**src/rtl/ksa_pkg.sv**
```systemverilog
// ksa_pkg: shared state encoding and character-class constants for the key-search datapath
package ksa_pkg;
  typedef enum logic [2:0] {IDLE, ISSUE, WAIT, CHECK, DONE} dmc_state_t;
  localparam logic [7:0] CH_SPACE = 8'h20;
  localparam logic [7:0] CH_LO    = 8'h61;
  localparam logic [7:0] CH_HI    = 8'h7A;
endpackage

```
**src/rtl/dm_char_class.sv**
```systemverilog
// dm_char_class: flags a byte as legal plaintext (space or lowercase letter)
module dm_char_class
  import ksa_pkg::*;
(
  input  logic [7:0] ch,
  output logic       legal
);
  assign legal = (ch == CH_SPACE) || (ch >= CH_LO && ch <= CH_HI);
endmodule

```
**config.mk**
```make
export PLATFORM = sky130hd
export DESIGN_NAME = dm_char_class
export DESIGN_NICKNAME = d
export VERILOG_FILES = /design/src/rtl/ksa_pkg.sv /design/src/rtl/dm_char_class.sv
export SDC_FILE = /design/constraint.sdc
export NUM_CORES = 1
export LEC_CHECK = 0
export ABC_CLOCK_PERIOD_IN_PS = 800
export BUFFER_PORTS_ARGS = -buffer_cell sky130_fd_sc_hd__buf_2
export CORE_AREA = 2 2 39 41
export DETAILED_ROUTE_END_ITERATION = 12
export DIE_AREA = 0 0 41 43
export PLACE_DENSITY_LB_ADDON = 0.25
export RECOVER_POWER = 25
export SYNTH_ARGS = -nofsm -noshare
export SYNTH_HDL_FRONTEND = slang
export SYNTH_SLANG_ARGS = --single-unit
```
**constraint.sdc**
```tcl
create_clock -name vclk -period 0.8
set_input_delay 0.04 -clock vclk [all_inputs]
set_output_delay 0.04 -clock vclk [all_outputs]
set_load 0.05 [all_outputs]
```
==> results of run 1 <==
==> worst min-delay path, cell delays in order <==
cell	delay, ps
buf_2	70
nor2b_1	30
o21ai_0	130
nor3_4	50
buf_6	140
==> cell type report <==
class	count	area [µm²]
Fill cell	152	1220
Timing Repair Buffer	9	67.6
Multi-Input combinational cell	9	76.3
Tap cell	16	20.0
==> cells in the mapped netlist <==
master	number	area share (%)
o21ai_0	1	8.7
a21oi_1	1	8.7
nand2_1	1	6.5
nor2_1	1	6.5
o22ai_1	1	11
nor3_2	2	35
nor2b_1	1	11
and3_2	1	13
==> per-stage QoR <==
stage | setup TNS (ps) | total power, W | cells
floorplan | -34.2 | 0.0000292 | 9
global placement | -165 | 0.0000606 | 34
detailed placement | -168 | 0.0000597 | 34
CTS | -62.8 | 0.0000689 | 34
global route | -78.1 | 0.0000761 | 34
finish | -27.7 | 0.0000700 | 34
==> kinds of logic (layout without fill, tap and decap cells) <==
| kind of cell | count (synthesis) | count (layout) | synth area share, % |
|---|---|---|---|
| and+or+nand+nor | 6 | 6 | 71.7 |
| buffers and inverters | 0 | 9 | 0 |
| AOI/OAI and AO/OA | 3 | 3 | 28.3 |
==> report_power, final <==
group | leakage, nW | switching [W] | internal (W)
clock network | 0 | 0 | 0
registers | 0 | 0 | 0
logic | 0.0669 | 0.0000321 | 0.0000379
==> path summary, 6_finish.rpt <==
kind | from | to | slack [ps] | cells past startpoint
worst min-delay path | ch[7] | legal | 510 | 5
worst max-delay path | ch[4] | legal | -30 | 5
==> repair_timing <==
| action | 4_1_cts | 5_1_grt |
|---|---|---|
| resized for setup | 6 | 1 |
| pin swaps | 3 | 1 |
| endpoints found under the hold margin | 0 | 0 |
| endpoints found under the setup margin | 1 | 1 |
==> routing by layer <==
metal  up-vias  track usage (%)
li1         53                -
met1        35             4.46
met2         9             2.19
met3         0            0.524
met4         0                0
met5         -                0
==> results.json, run 1 <==
{
  "status": "finished with violations",
  "violations": "negative setup slack",
  "slew_viol_final": 0,
  "ir_drop_mv": 0.139,
  "grt_overflow": 0,
  "synth.yosys.seq_area_share_pct": 0,
  "endpoint_kind": "output port",
  "stdcell_area_um2": 164,
  "antenna_found_initial": 0,
  "antenna_cells": 0,
  "worst_pin_slew_ps": 321,
  "via_count": 97,
  "p_leak_nw": 0.0669,
  "area_growth_pct": 185,
  "timing.fmax_mhz": 1210,
  "path_cells": "buf_8 > nor3_4 > o22ai_2 > nor3_4 > buf_6",
  "first_global_vias": 75,
  "ant_nets": 0,
  "clkbuf_count": 0,
  "cpMostUsedCell": "nor3_4",
  "arrival_ps": 790,
  "drc": 0,
  "slowest_stage": "nor3_4",
  "cts_setup_buffers": 0,
  "avgSynthCellArea_um2": 6.40,
  "yosys.cell_types.count": 8,
  "numPortBuffers": 9,
  "synthesis.area_um2": 57.6,
  "wl_per_cell_um": 6.29,
  "met2WireLength_um": 45,
  "critical_path_buf_inv_count": 2,
  "setup_violations": 1,
  "mostFrequentLayoutCell": "buf_2",
  "yosys_warnings": 0,
  "path_class": "input port to output port",
  "fin_crit_ps": 828,
  "io-pin-count": 9,
  "core_area_mm2": 0.00138,
  "maxCapViolations": 0,
  "hp-class": "input port to output port",
  "gp_congestion": 0.592,
  "grt_util_all_layers_pct": 2.20,
  "grt_max_degree": 4,
  "path_max_fanout": 2,
  "setup_slack_ps": -27.7,
  "fp.dieW_um": 41,
  "initial_core_util_pct": 4.16,
  "rsz0062_at_grt": "true",
  "detail_route.first_pass.iterations": 2,
  "min_period_over_period_pct": 103,
  "routed-wl-met3_um": 40,
  "critPathLaunchType": "input port",
  "met1_length_um": 128,
  "seq_cell_count": 0,
  "ff_latch_area_um2": 0,
  "die_y_um": 43,
  "fp-row-count": 14,
  "whs_ps": 510,
  "netlist_instances": 9,
  "cpLargestDelayFamily": "simple AND/OR/NAND/NOR gates",
  "placed_area_um2": 141,
  "critPathMaxStageDelay_ps": 180,
  "fin_util_pct": 11.8,
  "dp_slack_ps": -168,
  "wl_um": 214,
  "drive_gt1_share_pct": 72.2,
  "routed.top_layer": "met3",
  "max_slew_margin_pct": 78.4,
  "hold_viol": 0,
  "dieArea_mm2": 0.00176,
  "worstPathRequired_ps": 760,
  "nets": 28,
  "power_density_mw_per_mm2": 427,
  "grt_pass1_wl_um": 296,
  "initialDrtViolationCount": 1,
  "avgViaCountPerCell": 2.85,
  "syn_nets": 17,
  "hold_buffers": 0,
  "layout_common_cells": "buf_2, nor3_4, buf_6"
}
Power figures use the tool's default switching activity.
==> run 2: changes to the inputs <==
- BUFFER_PORTS_ARGS: -buffer_cell sky130_fd_sc_hd__buf_2 -> not set
- DONT_BUFFER_PORTS: not set -> 1
==> run 2 against run 1 <==
Combinational power fell by 44%. Final cell count fell by 24%. The flow now finishes without violations. Power fell by 44%. Sequential share of layout area did not move. Fmax rose by 11%. Via count fell by 22%. Die area did not move.
==> results.json, run 2 (synthesis gave the netlist of run 1 again) <==
{
  "status": "complete, no violations",
  "power_density_mw_per_mm2": 338,
  "cts_setup_buffers": 0,
  "path_class": "input port to output port",
  "wl_per_cell_um": 8.42,
  "hold_path_startpoint": "ch[7]",
  "maxCapViolations": 0,
  "cpMostUsedCell": "nor3_4",
  "fin_setup_tns_ps": 0,
  "avgViaCountPerCell": 2.92,
  "dieArea_mm2": 0.00176,
  "gp_congestion": 0.497,
  "placed_cells": 26,
  "setup_slack_ps": 52.9,
  "grt_pass1_wl_um": 365,
  "rsz0062_at_grt": "false",
  "grt_max_degree": 4,
  "worstPathRequired_ps": 760,
  "max_slew_margin_pct": 78.6,
  "critPathLaunchType": "input port",
  "area_growth_pct": 102,
  "nets": 20,
  "clkbuf_count": 0,
  "fp-row-count": 14,
  "timing.fmax_mhz": 1340,
  "path_max_fanout": 2,
  "core_area_mm2": 0.00138,
  "ir_drop_mv": 0.0919,
  "initial_core_util_pct": 4.16,
  "initialDrtViolationCount": 1,
  "path_cells": "nor3_4 > o22ai_2 > nor3_4 > buf_12",
  "fp.dieW_um": 41,
  "endpoint_kind": "output port",
  "io-pin-count": 9,
  "wl_um": 219,
  "detail_route.first_pass.iterations": 2,
  "first_global_vias": 89,
  "grt_overflow": 0,
  "die_y_um": 43,
  "final_cells": 26,
  "whs_ps": 427,
  "via_count": 76,
  "dp_slack_ps": 40.0,
  "seq_cell_count": 0,
  "worst_pin_slew_ps": 317,
  "antenna_cells": 0,
  "startpoint": "ch[1]",
  "hp-class": "input port to output port",
  "ff_latch_area_um2": 0,
  "p_leak_nw": 0.0324,
  "setup_violations": 0,
  "critPathMaxStageDelay_ps": 200,
  "arrival_ps": 710,
  "drc": 0,
  "cts_resized": 0,
  "antenna_found_initial": 0,
  "drive_gt1_share_pct": 50.0,
  "hold_viol": 0,
  "min_period_over_period_pct": 93.4,
  "ant_nets": 0,
  "slew_viol_final": 0,
  "grt_util_all_layers_pct": 2.91,
  "slowest_stage": "nor3_4",
  "mostFrequentLayoutCell": "nor3_4",
  "nFillCells": 150,
  "numPortBuffers": 0,
  "fin_crit_ps": 747,
  "hold_buffers": 0
}
-- run 2: final cells by class --
type               count  area (µm²)  area share (%)
repair buffers         1        20.0            17.2
multi-input cells      9        76.3            65.6
well taps             16        20.0            17.2
-- run 2: worst paths after layout --
kind                    end  slack, ps  cells past startpoint
worst min-delay path  legal        430                      4
worst max-delay path  legal         50                      4
-- run 2: worst max-delay path, delay by kind of cell --
family / cells / cell delay [ps]
buf+inv: 1 / 160
compound gates: 1 / 120
simple gates: 2 / 380
-- run 2: stage by stage --
step                area [µm²]  utilization [%]  total power, W
floorplan                 76.3                -       0.0000292
global placement           116             8.41       0.0000384
detailed placement         116             8.41       0.0000399
CTS                        116             8.41       0.0000401
global route               116             8.41       0.0000420
finish                     116             8.41       0.0000394
-- run 2: report_power, final --
group	switching (W)	internal (W)	total, W
Clock	0	0	0
Sequential	0	0	0
Combinational	0.0000197	0.0000197	0.0000394
Total	0.0000197	0.0000197	0.0000394
-- run 2: layer usage --
layer / vias up / part of all wire (%) / global-route usage, % / wire length, µm
met4: 0 / 0 / 0 / 0
li1: 37 / - / - / -
met3: 0 / 18 / 0 / 40
met1: 30 / 50 / 5.43 / 109
met5: - / 0 / 0 / 0
met2: 9 / 32 / 3.75 / 70
==> run 3: changes to the inputs <==
- CORE_AREA: 2 2 39 41 -> 4 4 41 43
- DIE_AREA: 0 0 41 43 -> 0 0 45 47
==> run 3 against run 2 <==
Design area is 1.1% lower. Setup slack lost 11 ps. Flip-flop and latch count stayed put. Count of clock-buffer cells in the layout stayed put. Final cell count down 3.8%. Die area rose by 20%. Via count is 3.9% higher. Critical path depth unchanged. Fmax fell by 1.4%. Routed wire length up 26%. First-iteration DRC count unchanged. Global-route usage fell by 0.15 points. Critical path type unchanged. Critical endpoint unchanged. Largest power group unchanged. Highest routed layer unchanged.
==> results.json, run 3 (synthesis gave the netlist of run 1 again) <==
{
  "ff_latch_area_um2": 0,
  "grt_overflow": 0,
  "initialDrtViolationCount": 1,
  "status": "complete, no violations",
  "avgViaCountPerCell": 3.16,
  "fin_util_pct": 8.85,
  "area_growth_pct": 100,
  "path_max_fanout": 2,
  "path_cells": "nor3_4 > o22ai_2 > nor3_4 > buf_12",
  "fp-row-count": 13,
  "nFillCells": 156,
  "ant_nets": 0,
  "power_density_mw_per_mm2": 341,
  "arrival_ps": 720,
  "hp-class": "input port to output port",
  "first_global_vias": 95,
  "grt_pass1_wl_um": 427,
  "drive_gt1_share_pct": 50.0,
  "max_slew_margin_pct": 78.4,
  "numPortBuffers": 0,
  "whs_ps": 424,
  "gp_congestion": 0.591,
  "antenna_found_initial": 0,
  "worst_pin_slew_ps": 320,
  "clkbuf_count": 0,
  "worstPathRequired_ps": 760,
  "critPathLaunchType": "input port",
  "critPathMaxStageDelay_ps": 220,
  "min_period_over_period_pct": 94.8,
  "cts_resized": 0,
  "setup_violations": 0,
  "p_leak_nw": 0.0320,
  "setup_slack_ps": 41.9,
  "seq_cell_count": 0,
  "antenna_cells": 0,
  "grt_max_degree": 4,
  "initial_core_util_pct": 4.42,
  "endpoint_kind": "output port",
  "fin_crit_ps": 758,
  "wl_per_cell_um": 11.0,
  "slew_viol_final": 0,
  "dieArea_mm2": 0.00212,
  "via_count": 79,
  "hold_buffers": 0,
  "final_cells": 25,
  "placed_cells": 25,
  "grt_util_all_layers_pct": 2.76,
  "dp_slack_ps": 26.3,
  "cts_setup_buffers": 0,
  "slowest_stage": "nor3_4",
  "drc": 0,
  "fin_setup_tns_ps": 0,
  "maxCapViolations": 0,
  "rsz0062_at_grt": "true",
  "nets": 20,
  "io-pin-count": 9,
  "timing.fmax_mhz": 1320,
  "core_area_mm2": 0.00130,
  "fp.dieW_um": 45,
  "wl_um": 275,
  "hold_viol": 0,
  "die_y_um": 47,
  "mostFrequentLayoutCell": "nor3_4",
  "cpMostUsedCell": "nor3_4",
  "multi_input_area_um2": 76.3,
  "path_class": "input port to output port",
  "detail_route.first_pass.iterations": 4,
  "ir_drop_mv": 0.0480
}
==> run 3: cell counts in the layout (fill, tap and decap cells not counted) <==
Identical to the previous run, type by type.
==> run 3: cell type report <==
type | count | share of cell area, %
multi-input combinational | 9 | 66.3
tap | 15 | 16.3
timing repair buffer | 1 | 17.4
==> run 3: metrics by stage <==
stage / cell area, µm² / power [W]
6_report: 115 / 0.0000392
5_1_grt: 115 / 0.0000423
4_1_cts: 115 / 0.0000396
3_5_place_dp: 115 / 0.0000395
3_3_place_gp: 115 / 0.0000384
2_1_floorplan: 76.3 / 0.0000292
==> run 3: where the power goes <==
| group | switching [W] | total (W) | internal (W) |
|---|---|---|---|
| combinational | 0.0000193 | 0.0000392 | 0.0000200 |
| sequential | 0 | 0 | 0 |
| clock | 0 | 0 | 0 |
==> run 3: final timing paths <==
| check | cells after the start | endpoint | startpoint | slack [ps] |
|---|---|---|---|---|
| max | 4 | legal | ch[4] | 40 |
| min | 4 | legal | ch[7] | 420 |
==> run 3: metal layers <==
| layer | track usage (%) | routed length [µm] |
|---|---|---|
| met4 | 0 | 0 |
| met2 | 3.67 | 78 |
| met5 | 0 | 0 |
| met3 | 3.83 | 132 |
| met1 | 2.71 | 64 |
==> run 3: critical path, delay by kind of cell <==
family / cells / cell delay (ps)
AO/OA/AOI/OAI: 1 / 110
buffers and inverters: 1 / 160
AND/OR/NAND/NOR: 2 / 400
